## config.mk

```make
export PLATFORM = sky130hd
export DESIGN_NAME = maj_sampler
export DESIGN_NICKNAME = d
export VERILOG_FILES = /design/src/rtl/maj_pkg.sv /design/src/rtl/maj_sampler_tick_gen.sv /design/src/rtl/maj_sampler.sv
export SDC_FILE = /design/constraint.sdc
export NUM_CORES = 1
export LEC_CHECK = 0
export CORE_MARGIN = 4
export CORE_UTILIZATION = 47
export CTS_CLUSTER_DIAMETER = 50
export DETAILED_ROUTE_END_ITERATION = 8
export PLACE_DENSITY = 0.83
export REMOVE_ABC_BUFFERS = 1
export SETUP_SLACK_MARGIN = 0.5
export SLEW_MARGIN = 10
export SYNTH_ARGS = -nofsm -noshare
export SYNTH_HDL_FRONTEND = slang
export SYNTH_SLANG_ARGS = --single-unit
```

## constraint.sdc

```tcl
create_clock -name clk -period 1.55 [get_ports clk]
set_clock_uncertainty 0.1 [all_clocks]
set_input_delay 0.31 -clock clk [delete_from_list [all_inputs] [get_ports clk]]
set_output_delay 0.31 -clock clk [all_outputs]
set_load 0.01 [all_outputs]
```

## src/rtl/maj_pkg.sv

```systemverilog
// Shared definitions for the majority-voter front end: window width,
// sampler state encoding and the shift-register helper.
package maj_pkg;

  localparam int WIN_W = 3;

  typedef enum logic [1:0] {
    ST_IDLE = 2'd0,
    ST_FILL = 2'd1,
    ST_RUN  = 2'd2
  } state_t;

  // Shift a new sample into the newest position; the oldest falls off the top.
  function automatic logic [WIN_W-1:0] shift_in(input logic [WIN_W-1:0] sr,
                                                input logic              b);
    return {sr[WIN_W-2:0], b};
  endfunction

endpackage

```

## src/rtl/maj_sampler_tick_gen.sv

```systemverilog
// Sample-rate prescaler: one tick every DIV enabled cycles, held at zero
// while disabled so every enable starts a fresh sample period.
module tick_gen #(
  parameter int DIV = 4
) (
  input  logic clk,
  input  logic rst_n,
  input  logic en,
  output logic tick
);

  localparam int PW = (DIV > 1) ? $clog2(DIV) : 1;

  logic [PW-1:0] cnt;

  // The tick is combinational so it lines up with the edge at count DIV-1.
  assign tick = en && (cnt == PW'(DIV - 1));

  // Count 0..DIV-1 while enabled, wrap on tick, clear when disabled.
  always_ff @(posedge clk or negedge rst_n) begin
    if (!rst_n) begin
      cnt <= '0;
    end else if (!en || tick) begin
      cnt <= '0;
    end else begin
      cnt <= cnt + PW'(1);
    end
  end

endmodule

```

## src/rtl/maj_sampler.sv

```systemverilog
// Serial-line sampler feeding the 3-input majority voter. Samples din on
// every prescaler tick, keeps the last three samples and presents them as a
// window with a one-cycle strobe, in sliding or block windowing mode.
//
// Handshake: win_valid is a one-cycle strobe with no back-pressure; win is
// stable from that strobe until the next one, so the consumer may sample it
// at any time in between.
module maj_sampler
  import maj_pkg::*;
#(
  parameter int DIV   = 4,
  parameter int CNT_W = 8
) (
  input  logic             clk,
  input  logic             rst_n,
  input  logic             en,
  input  logic             din,
  input  logic             mode,
  output logic [WIN_W-1:0] win,
  output logic             win_valid,
  output logic [CNT_W-1:0] win_cnt,
  output logic             busy
);

  state_t           state;
  logic [1:0]       fill;
  logic [WIN_W-1:0] sr;
  logic [WIN_W-1:0] sr_nx;
  logic             mode_q;
  logic             tick;

  tick_gen #(
    .DIV (DIV)
  ) u_tick_gen (
    .clk   (clk),
    .rst_n (rst_n),
    .en    (en),
    .tick  (tick)
  );

  assign sr_nx = shift_in(sr, din);

  // Sampler FSM with registered window, strobe, counter and busy flag.
  always_ff @(posedge clk or negedge rst_n) begin
    if (!rst_n) begin
      state     <= ST_IDLE;
      fill      <= 2'd0;
      sr        <= '0;
      mode_q    <= 1'b0;
      win       <= '0;
      win_valid <= 1'b0;
      win_cnt   <= '0;
      busy      <= 1'b0;
    end else begin
      win_valid <= 1'b0;
      if (!en) begin
        // Disabling abandons any partial window; win and win_cnt hold.
        state <= ST_IDLE;
        fill  <= 2'd0;
        sr    <= '0;
        busy  <= 1'b0;
      end else begin
        busy <= 1'b1;
        case (state)
          ST_IDLE: begin
            // With DIV=1 the very first enabled edge is already a tick.
            mode_q <= mode;
            state  <= ST_FILL;
            if (tick) begin
              sr   <= sr_nx;
              fill <= 2'd1;
            end else begin
              fill <= 2'd0;
            end
          end
          ST_FILL: begin
            if (tick) begin
              sr <= sr_nx;
              if (fill == 2'd2) begin
                win       <= sr_nx;
                win_valid <= 1'b1;
                if (win_cnt != '1) win_cnt <= win_cnt + CNT_W'(1);
                if (mode_q) begin
                  // Block mode: next window must use three fresh samples.
                  fill <= 2'd0;
                end else begin
                  fill  <= 2'd3;
                  state <= ST_RUN;
                end
              end else begin
                fill <= fill + 2'd1;
              end
            end
          end
          ST_RUN: begin
            if (tick) begin
              sr        <= sr_nx;
              win       <= sr_nx;
              win_valid <= 1'b1;
              if (win_cnt != '1) win_cnt <= win_cnt + CNT_W'(1);
              if (mode_q) begin
                fill  <= 2'd0;
                state <= ST_FILL;
              end
            end
          end
          default: begin
            state <= ST_IDLE;
            fill  <= 2'd0;
          end
        endcase
      end
    end
  end

endmodule
```

# --- After elaboration in Yosys (flattened, before gate mapping) ---
# Index checks and enable logic that the tools add are counted.
word_totals:
  ff_bits: 22
  in_bits: 5
  out_inout_bits: 13
op_classes:
  add_sub_neg: 3
  n_eq_ne: 15
  mux: 33
  reduce_logical: 11
ops:
  columns: ["op", "count"]
  rows:
  - ["8-bit 2-to-1 mux", 4]
  - ["2-bit 2-to-1 mux", 15]
  - ["8-bit case mux with 2 select lines", 1]
  - ["2-bit case mux with 3 select lines", 2]
  - ["5-bit AND reduction", 2]
  - ["3-bit 2-to-1 mux", 3]
  - ["3-bit inequality test, second input constant", 3]
  - ["8-bit by 1-bit adder with 8-bit output, second input constant", 1]
  - ["8-bit inequality test, second input constant", 1]
  - ["2-bit equality test, second input constant", 3]
  - ["1-bit 2-to-1 mux", 6]
  - ["2-bit by 1-bit inequality test with 1-bit output, second input constant", 3]
  - ["3-bit by 2-bit inequality test with 1-bit output, second input constant", 2]
  - ["3-bit case mux with 2 select lines", 1]
  - ["2-bit by 1-bit adder with 2-bit output, second input constant", 2]
  - ["2-bit inequality test, second input constant", 2]
  - ["2-bit AND reduction", 2]
  - ["3-bit AND reduction", 1]
  - ["3-bit OR reduction", 1]
  - ["2-bit by 1-bit equality test with 1-bit output, second input constant", 1]
  - ["2-bit zero test", 1]
  - ["1-bit case mux with 2 select lines", 1]
  - ["2-bit nonzero test", 1]
  - ["1-bit logical AND", 1]
  - ["other kinds (2)", 2]

# --- Logic depth before layout (Yosys ltp) ---
# Gate-level depths: netlist of the first run.
logic_depth:
  depth_word: 5
  ltp_mapped: 8

# --- Modules after synthesis ---
# Synthesis of the first run repeated with hierarchy kept, for this count alone.
hier_totals:
  hier_cells: 99
  hier_area_um2: 1174.9
by_module_without_submodules:
  columns: ["mod", "n_inst", "cells_each", "area_each_um2", "seq_area_each_um2"]
  rows:
  - ["maj_sampler", 1, 93, 1083.5, 500.5]
  - ["tick_gen", 1, 6, 91.3, 50.0]

# --- Least setup slack after synthesis of the first run ---
# Ideal clock, no wire load.
synth_timing:
  kind: "register to register"
  startpoint: "register state[1]"
  endpoint: "register win_cnt[6]"
  setup_time_ns: 0.125
  arrival_ns: 1.501
  required_time_ns: 1.325
  path_slack_ns: -0.176
  path_stages_with_launch: 9
  period_less_slack_ns: 1.726
  path_cell_list: "dfrtp_1 > inv_1 > ha_1 > buf_4 > o211ai_1 > a21oi_2 > buf_6 > nand3_4 > mux2_4"
synth_via:
  elab_chain_len: 3
  elab_cells_between_ends: 8
  cone_classes: "5 x eq/ne; 1 x mux; 2 x reduce/logical"
synth_lines:
  columns: ["element", "line_no", "rtl"]
  rows:
  - ["from (decl)", "maj_sampler.sv:25", "state_t state;"]
  - ["from (signal assigned)", "maj_sampler.sv:46", "state <= ST_IDLE;"]
  - ["from (signal assigned)", "maj_sampler.sv:58", "state <= ST_IDLE;"]
  - ["from (signal assigned)", "maj_sampler.sv:68", "state <= ST_FILL;"]
  - ["2-bit by 1-bit equality test with 1-bit output or 2-bit equality test (tied branches)", "maj_sampler.sv:64", "case (state)"]
  - ["2-bit by 1-bit inequality test with 1-bit output (no source line), or another cell as far along", null, null]
  - ["5-bit AND reduction (no source line)", null, null]
  - ["to (signal assigned)", "maj_sampler.sv:82", "if (win_cnt != '1) win_cnt <= win_cnt + CNT_W'(1);"]
  - ["to (signal assigned)", "maj_sampler.sv:100", "if (win_cnt != '1) win_cnt <= win_cnt + CNT_W'(1);"]
  - ["to (decl)", "maj_sampler.sv:21", "output logic [CNT_W-1:0] win_cnt,"]
# Several ways; a longest one is shown, not always the timed one.
# A chain may end at the register's enable or synchronous reset.

# --- Final worst setup path of the first run ---
layout_timing:
  startpoint: "register state[0]"
  endpoint: "register win_cnt[6]"
# Same word-level chain as after synthesis.

==> results of run 1 <==
cell type report:
type | count | area (um2) | area share [%]
multi-input cells | 72 | 712 | 37.8
clock inverters | 1 | 30.0 | 1.59
flip-flops and latches | 22 | 552 | 29.3
inverters | 5 | 18.8 | 0.996
clock buffers | 3 | 22.5 | 1.20
repair buffers | 61 | 514 | 27.3
well taps | 28 | 35.0 | 1.86
layer usage:
metal  vias up  track usage [%]  routed length [um]
li1        487                -                   -
met1       509             22.3                1340
met2        35             44.0                1910
met3        16             5.88                 158
met4         0             14.2                 194
met5         -                0                   0
power by group through the flow:
stage / Combinational, mW / Sequential [mW] / Clock, mW
2_1_floorplan: 0.317 / 0.755 / 0
3_3_place_gp: 0.620 / 0.736 / 0
3_5_place_dp: 0.648 / 0.743 / 0
4_1_cts: 0.989 / 0.747 / 0.441
5_1_grt: 1.21 / 0.773 / 0.483
6_report: 1.14 / 0.759 / 0.455
layout by cell type (no fill, tap or decap), types with 2 or more instances in the layout:
master           instances
a32o_1                   2
inv_1                    3
buf_4                   32
inv_2                    2
a21oi_4                  2
mux2i_1                  3
mux2_4                   6
nand2b_4                 2
nand2b_1                 2
and3_1                   3
nand4_1                  2
ha_4                     4
ha_1                     3
nand3_1                  3
nor2_1                   3
nand2_2                  3
clkbuf_4                 3
buf_2                    9
nor2b_1                  3
a31oi_1                  2
o211ai_1                 4
dfrtp_1                 21
nand2_1                  7
clkdlybuf4s50_1          4
xnor2_1                  2
buf_6                   15
nand3_4                  3
worst paths after layout:
check	startpoint	end	slack, ps	cells past startpoint
min in group clk	u_tick_gen.cnt[0]	u_tick_gen.cnt[0]	420	1
worst max-delay path	state[0]	win_cnt[6]	-190	7
worst min-delay path	rst_n	win[0]	220	2
worst min register to register	u_tick_gen.cnt[0]	u_tick_gen.cnt[0]	420	1
max in group asynchronous	rst_n	state[0]	890	2
worst max register to register	state[0]	win_cnt[6]	-190	7
sequential cells by signal, summed over array words and instances, names as in the netlist:
name and cells:
state 2, mode_q 1, busy 1, win_cnt 8, win_valid 1, fill 2
sr 2, win 3, u_tick_gen.cnt 2
worst max-delay path, cell delays in order (launching register included):
cell and delay, ps:
dfrtp_2 490, inv_2 100, ha_4 140, o211ai_1 90
a21oi_2 210, buf_6 160, nand3_4 60, mux2_4 290
cells by family (layout without fill, tap and decap cells):
family	after synthesis	after routing
DFF	22	22
and+or+nand+nor	35	35
AOI/OAI and AO/OA	17	17
buffers and inverters	8	70
xor gates and xnor gates	3	3
adders and majority gates	7	7
muxes	10	10
timing repair:
item / CTS / global route
buffers inserted: 20 / 5
endpoints found under the hold margin: 0 / 0
pin swaps: 16 / 9
hold buffers: 0 / 0
setup endpoints to repair: 33 / 33
gates resized for setup: 93 / 9
synthesized netlist by cell type:
library cell,count
nand3_1,6
o21ai_0,2
nand3_4,1
and2_4,1
a32o_1,2
a21oi_1,2
and4_4,1
nor2b_1,3
nand2b_4,1
mux2_2,4
ha_1,7
a21oi_2,1
o21bai_1,1
xor2_1,1
a31oi_1,2
o21a_1,1
nor2_1,4
nand2b_1,3
mux2i_1,4
nand2_1,10
clkbuf_1,1
inv_1,5
buf_6,1
mux2_4,2
o211ai_1,4
nand4_1,2
a21boi_2,1
and3_1,3
o22ai_1,1
dfrtp_1,22
xnor2_1,2
buf_4,1
==> run metrics, run 1 <==
status complete, but fails checks; failing checks negative setup slack; post-synthesis xor/xnor area fraction around 2.3%; Max Cap Violations 0; hold slack 225 ps; Comb power frac between 40% and 50%; register area share after synthesis 48.0%; main combinational cell family by area after synthesis simple AND/OR/NAND/NOR gates; DRC Markers 0; crit path launch type flip-flop; final setup vio count 14; Worst Path Arrival 1870 ps; Via density 5.45; synth unique cells 32; Clk pwr share 19.3%; P_int ~1.6 mW; CP endpoint kind flip-flop; area delta synth->final 64.2%; die area around 3300 um2; post-synthesis compound-gate area fraction 10.8%; top cell type's share of synthesized area a little under half; first-pass detailed-route iteration total 6; chip width 57.4 um; most area-consuming cells after synthesis dfrtp_1 48%, ha_1 7.6%, mux2_2 3.9%, mux2i_1 3.5%, nand2_1 3.3%; Boundary Pins 18; layout cells sized above 1 a little under three fifths; Final ANT Viol Nets 0; clk slew on worst S/H paths roughly 130 ps; final hold vios 0; Max-slew headroom between 70% and 80%; final wirelength 3600 um; final core occ 82.8%; TNS Setup -2040 ps; CTS Root Cell clkbuf_4; Tcrit/Tclk final 112%; Mean Syn Cell Area 11.2 um2; dpl cell area 1470 um2; Leakage about 0.90 nW; DPL Wire Length 1840 um; count of input and output buffers 17; Antenna Diode Count 0; simple-gate portion of the synthesized area 17.7%; #FFs+latches synth 22; CTS Buf Count 3; Worst Setup Path Type reg -> reg; # rows 17; peak supply drop 1.05 mV; Initial Util 50.4%; final instance area 1880 um2; Max Clock Freq between 500 and 600 MHz; Yosys warnings 0; Seq pwr share roughly 32%; clock sinks 22; routability cong. 0.814; sw power around 770 uW; Inst Count DP 163; Post-Syn Area 1150 um2; Synth Area in Adders approximately 7.6%; CTS tree done; Core ar. 2280 um2; clock latency on the worst-skew pair 320 ps; Nets 177; Tot GR Track Use 23.4%; mux cell area share after synthesis between 10% and 20%; pre-CTS WS -291 ps; worst slew pin tran 312 ps; gr ovfl total 0; number of global-route vias before repair 1122; largest net degree at the start of global routing 23; Clock Tree Buf Depth 2; first-pass GRT wire length 5630 um; worst setup margin -193 ps; crit path time final 1740 ps; most area-hungry cell type in the Yosys netlist dfrtp_1; non-filler cells, final roughly 190; routed len/inst ~19 um; Max FO, Critical Path 4; P per Cell Area approximately 1300 nW/um2; Final Power about 2.4 mW; # fillers ~130; WP data required around 1700 ps; RSZ-0062 raised after global routing true; Slew Viols, Final 0; Post-Synthesis Cells 102; initial antenna violation count 0; H-tree depth 1; min-delay worst type in -> async; DIE HEIGHT 57.4 um; sw frac 32.6%; via count ~1000; Iteration-0 DRC Markers 27
No activity file was read; power rests on OpenSTA's default activity.
==> inputs of run 2 (changes only) <==
--- a/config.mk
+++ b/config.mk
@@ -12,7 +12,7 @@
 export PLACE_DENSITY = 0.83
 export REMOVE_ABC_BUFFERS = 1
 export SETUP_SLACK_MARGIN = 0.5
-export SLEW_MARGIN = 10
+export SLEW_MARGIN = 20
 export SYNTH_ARGS = -nofsm -noshare
 export SYNTH_HDL_FRONTEND = slang
 export SYNTH_SLANG_ARGS = --single-unit
==> results of run 2 <==
Final layout, timing and power as in run 1 (identical DEF).
